**config.mk**
```make
export PLATFORM = sky130hd
export DESIGN_NAME = led_chain_node
export DESIGN_NICKNAME = d
export VERILOG_FILES = /design/src/rtl/led_chain_node.sv
export SDC_FILE = /design/constraint.sdc
export NUM_CORES = 1
export LEC_CHECK = 0
export CORE_MARGIN = 2
export CORE_UTILIZATION = 63
export CTS_CLUSTER_SIZE = 10
export DETAILED_ROUTE_END_ITERATION = 7
export DONT_BUFFER_PORTS = 1
export PLACE_DENSITY = 0.79
export SLEW_MARGIN = 20
export SYNTH_ARGS = -nofsm -noshare
export SYNTH_HDL_FRONTEND = slang
export SYNTH_SLANG_ARGS = --single-unit
```
**constraint.sdc**
```tcl
create_clock -name i_clk -period 3.25 [get_ports i_clk]
set_input_delay 0.975 -clock i_clk [delete_from_list [all_inputs] [get_ports i_clk]]
set_output_delay 0.975 -clock i_clk [all_outputs]
set_load 0.05 [all_outputs]
```
**src/rtl/led_chain_node.sv**
```systemverilog
// Daisy-chained one-wire LED pixel node: decodes a pulse-width NRZ stream, keeps the
// first CHANNELS*CH_WIDTH bits as its own pixel, forwards the rest, and drives PWM outputs.
`timescale 1ns/1ps

module led_chain_node #(
    parameter int unsigned CHANNELS     = 3,
    parameter int unsigned CH_WIDTH     = 8,
    parameter int unsigned T_MIN_HIGH   = 2,
    parameter int unsigned T_BIT_THRESH = 6,
    parameter int unsigned T_RESET      = 600
) (
    input  logic                i_clk,
    input  logic                i_rst,
    input  logic                i_serial,
    output logic                o_serial,
    output logic [CHANNELS-1:0] o_pwm,
    output logic                o_frame_done
);

    localparam int unsigned NBITS      = CHANNELS * CH_WIDTH;
    localparam int unsigned BIT_CNT_W  = $clog2(NBITS + 1);
    localparam int unsigned TIME_CNT_W = $clog2(T_RESET + 1);

    typedef enum logic {
        CAPTURE = 1'b0,
        FORWARD = 1'b1
    } state_t;

    state_t                 state;
    state_t                 state_next;

    logic                   sync_meta;
    logic                   s_in;
    logic                   s_prev;

    logic [TIME_CNT_W-1:0]  hi_cnt;
    logic [TIME_CNT_W-1:0]  lo_cnt;

    logic [BIT_CNT_W-1:0]   bit_cnt;
    logic [BIT_CNT_W-1:0]   bit_cnt_next;
    logic [NBITS-1:0]       shadow;
    logic [NBITS-1:0]       shadow_next;

    logic [CH_WIDTH-1:0]    frame_ch [CHANNELS];
    logic [CH_WIDTH-1:0]    duty     [CHANNELS];
    logic [CH_WIDTH-1:0]    pwm_cnt;

    logic                   rise_c;
    logic                   fall_c;
    logic                   bit_valid_c;
    logic                   bit_val_c;
    logic                   latch_c;
    logic                   frame_full_c;
    logic                   load_duty_c;

    // Edge detection and pulse classification on the synchronised line
    assign rise_c       = s_in & ~s_prev;
    assign fall_c       = ~s_in & s_prev;
    assign bit_valid_c  = fall_c && (hi_cnt >= TIME_CNT_W'(T_MIN_HIGH));
    assign bit_val_c    = hi_cnt > TIME_CNT_W'(T_BIT_THRESH);
    // Latch fires on the cycle the low run becomes T_RESET long; a rising line never latches
    assign latch_c      = ~s_in && (lo_cnt == TIME_CNT_W'(T_RESET - 1));
    assign frame_full_c = bit_cnt == BIT_CNT_W'(NBITS);

    // Channel 0 arrives first, so it sits in the most significant slice of the shadow
    for (genvar c = 0; c < CHANNELS; c++) begin : g_slice
        assign frame_ch[c] = shadow[NBITS - 1 - c * CH_WIDTH -: CH_WIDTH];
    end

    // Input synchroniser and previous-sample register
    always_ff @(posedge i_clk) begin
        if (i_rst) begin
            sync_meta <= 1'b0;
            s_in      <= 1'b0;
            s_prev    <= 1'b0;
        end else begin
            sync_meta <= i_serial;
            s_in      <= sync_meta;
            s_prev    <= s_in;
        end
    end

    // High/low run-length counters; the rising-edge cycle is the first high clock
    always_ff @(posedge i_clk) begin
        if (i_rst) begin
            hi_cnt <= '0;
            lo_cnt <= '0;
        end else begin
            if (rise_c) begin
                hi_cnt <= TIME_CNT_W'(1);
            end else if (s_in && (hi_cnt != TIME_CNT_W'(T_RESET))) begin
                hi_cnt <= hi_cnt + TIME_CNT_W'(1);
            end

            if (rise_c) begin
                lo_cnt <= '0;
            end else if (!s_in && (lo_cnt != TIME_CNT_W'(T_RESET))) begin
                lo_cnt <= lo_cnt + TIME_CNT_W'(1);
            end
        end
    end

    // FSM state register
    always_ff @(posedge i_clk) begin
        if (i_rst) begin
            state <= CAPTURE;
        end else begin
            state <= state_next;
        end
    end

    // Next-state, shift and latch decisions
    always_comb begin
        state_next   = state;
        bit_cnt_next = bit_cnt;
        shadow_next  = shadow;
        load_duty_c  = 1'b0;

        case (state)
            CAPTURE: begin
                if (bit_valid_c) begin
                    shadow_next  = {shadow[NBITS-2:0], bit_val_c};
                    bit_cnt_next = bit_cnt + BIT_CNT_W'(1);
                    if (bit_cnt == BIT_CNT_W'(NBITS - 1)) begin
                        state_next = FORWARD;
                    end
                end
            end
            FORWARD: begin
                state_next = FORWARD;
            end
            default: begin
                state_next = CAPTURE;
            end
        endcase

        // A latch ends the frame in either state; only a complete pixel reaches the duty registers
        if (latch_c) begin
            state_next   = CAPTURE;
            bit_cnt_next = '0;
            shadow_next  = '0;
            load_duty_c  = frame_full_c;
        end
    end

    // Bit counter and shadow register
    always_ff @(posedge i_clk) begin
        if (i_rst) begin
            bit_cnt <= '0;
            shadow  <= '0;
        end else begin
            bit_cnt <= bit_cnt_next;
            shadow  <= shadow_next;
        end
    end

    // Forwarded stream and frame-done pulse
    always_ff @(posedge i_clk) begin
        if (i_rst) begin
            o_serial     <= 1'b0;
            o_frame_done <= 1'b0;
        end else begin
            o_serial     <= (state == FORWARD) ? s_in : 1'b0;
            o_frame_done <= load_duty_c;
        end
    end

    // Duty registers, free-running PWM counter and PWM comparators
    always_ff @(posedge i_clk) begin
        if (i_rst) begin
            pwm_cnt <= '0;
            o_pwm   <= '0;
            for (int c = 0; c < CHANNELS; c++) begin
                duty[c] <= '0;
            end
        end else begin
            pwm_cnt <= pwm_cnt + CH_WIDTH'(1);
            for (int c = 0; c < CHANNELS; c++) begin
                if (load_duty_c) begin
                    duty[c] <= frame_ch[c];
                end
                o_pwm[c] <= pwm_cnt < duty[c];
            end
        end
    end

endmodule

```
==> impl_metrics.ini <==
[power_and_ir_drop]
finalPower_mw = 2.07
p_per_area_nw_per_um2 = 475
vdd_drop_max_uv = 327
power.leakage_nw = 1.72

[floorplanning]
start_util_pct = 65.0
core-area_um2 = 6310
dieHeight_um = 84.7
rows = 29
io_pins = 8
dieArea_um2 = 7180
fp.dieW_um = 84.7

[routing]
wl_per_cell_um = 13.4
detail_route.first_pass.iterations = 4
drt_iter0_markers = 201
wl_mm = 6.77
viasPerCell = 5.51
ant_nets = 0
vias = 2782
drc = 0

[setup_path]
timing.rr.start = lo_cnt[5]
crit_fanout = 25
setup.worst_path.end_class = register
critical_path.slowest_cell = or4b_4
reg2regPathDepth = 4
max_stage_delay_ns = 0.56
crit_type = reg2reg
startpoint_type = register
crit_arrival_ns = 2.57
critPathRequiredTime_ns = 3.47
rrSetupSlack_ns = 0.90
worstPathCellList = or4b_4 > or4_4 > nor3_4 > and2_2
r2r-end = duty[0][3]

[logic_synthesis]
synth_seq_cells = 90
synth_cell_types = 46
synth.avg_cell_area_um2 = 9.66
yosys_warnings = 0
synth.net_count = 457
ys_seq_area_share_pct = 49.7
netlist_area_um2 = 4110
synth_edf_count = 24
synthesis.instances = 425
synthArstFlopShare_pct = 0
synth_ff_type = dfxtp_1

[sta]
min_period_over_period_pct = 72.3
max_freq_mhz = 426
final.setup.tns_ns = 0
setup_violations = 0
worst_pin_slew_ns = 0.951
rsz0062_at_grt = no
hold_violations = 0
timing.final.max_slew_violations = 0
final.setup_skew_ns = 0.00851
finalCriticalPeriod_ns = 2.35
relSlewSlack_pct = 36.0

[final_layout]
nets = 455
syn_to_final_growth_pct = 6.31
nFillCells = 490
final_cells = 505
drive_gt1_share_pct = 9.11
insertedDiodeCount = 0
finalCoreUtilization_pct = 69.1
final_common_cell = dfxtp_1
layout_common_cells = 66 x dfxtp_1, 59 x nand2_1, 33 x inv_1, 31 x a21oi_1, 29 x ha_1

[clocking]
cts_hold_buf = 0
cts_tree = built
cts-resized-gates = 0
insertion_delay_ns = 0.35
cts-root-buf = clkbuf_8
cts_htree_levels = 3
path_clk_slew_ns = 0.08
cts.sinks = 90
numCtsBuffers = 9
postCtsSetupRepairBufs = 0
clockBufferDepth = 2

[hold_path]
holdPathEnd = s_in
hold_depth = 1
min_path_type = reg2reg
holdCritStartpoint = sync_meta

[run_status]
status = complete, no violations

[grt]
grt_pass1_vias = 2667
grt_usage_pct = 21.3
grt_antenna_before_repair = 0
grt_max_degree = 31
grt_pass1_wl_mm = 12.2
grt_overflow = 0

[run]
cap_violations = 0

[placement]
io_buffers = 0
place_congestion = 0.773
dp_hpwl_mm = 4.68
dp.cells = 489
## how the worst max path moves through the flow
stage,startpoint,to,slack (ns),cells past startpoint
CTS,lo_cnt[5],duty[0][3],0.88,4
finish,lo_cnt[5],duty[0][3],0.90,4
global route,hi_cnt[0],bit_cnt[4],0.70,6
global placement,lo_cnt[5],duty[0][14],0.94,4
detailed placement,lo_cnt[5],duty[0][3],0.91,4
floorplan,lo_cnt[5],duty[0][0],0.26,3
## layout make-up
cell class                      count  area [um^2]  area share [%]
Sequential cell                    90         2040            46.8
Inverter                           33          124            2.84
Clock buffer                       10          128            2.92
Multi-Input combinational cell    286         1870            42.9
Clock inverter                      6         81.3            1.86
Tap cell                           77         96.3            2.21
Timing Repair Buffer                3         22.5           0.516
## stage by stage
step	cell area [um^2]	hold WS, ns	setup slack [ns]
floorplan	4110	0.414	0.259
global placement	4150	0.443	0.935
detailed placement	4150	0.434	0.906
CTS	4360	0.457	0.885
global route	4360	0.467	0.700
finish	4360	0.454	0.901
## state kept, by name, indices dropped and copies added (netlist names)
name and flops:
frame_ch 24, bit_cnt 5, o_frame_done 1, hi_cnt 10, sync_meta 1, state 1
pwm_cnt 8, duty 24, s_prev 1, s_in 1, o_serial 1, lo_cnt 10
o_pwm 3
## synthesized netlist by cell type (4+ instances only)
library cell,number,area [um^2]
dfxtp_1,66,1320
nand2_1,59,221
inv_1,33,124
a21oi_1,31,155
ha_1,29,363
nor2_1,25,93.8
edfxtp_1,24,721
and2_1,13,81.3
and2_2,13,97.6
xnor2_1,12,105
a21o_1,10,75.1
nor3_1,10,50.1
nand3_1,9,45.0
o21ai_0,9,45.0
clkbuf_1,8,30.0
xor2_1,8,70.1
a211oi_1,7,52.6
nand4_1,5,31.3
or3_1,5,31.3
and4_1,4,35.0
buf_2,4,20.0
## cell families after synthesis
kind of cell / after synthesis / synth area share (%)
simple gates: 167 / 21.4
mux: 1 / 0.244
flops: 90 / 49.7
compound gates: 69 / 10.4
fa+ha+maj: 29 / 8.84
xor+xnor: 20 / 4.27
buf+inv: 49 / 5.15
## critical path, delay by kind of cell, from the launching register on
kind          cells  cell delay (ns)
flops             1             0.35
simple gates      4             1.87
## power breakdown
| group | switching, mW | leakage, nW | internal (mW) | total, mW |
|---|---|---|---|---|
| Clock | 0.366 | 0.0960 | 0.427 | 0.792 |
| Sequential | 0.0239 | 0.762 | 1.17 | 1.20 |
| Combinational | 0.0482 | 0.858 | 0.0354 | 0.0835 |
| Total | 0.438 | 1.72 | 1.64 | 2.07 |
## per-layer routing
layer  GRT usage, %  wire [um]  up-vias  part of all wire [%]
met5              0          0        -                     0
met4           9.67        177        0                   2.6
met3           5.70        181       14                   2.7
met2           32.3       3070       34                    45
met1           28.6       3350     1289                    49
li1               -          -     1445                     -
Note: power is estimated with default switching activity, not from simulation.
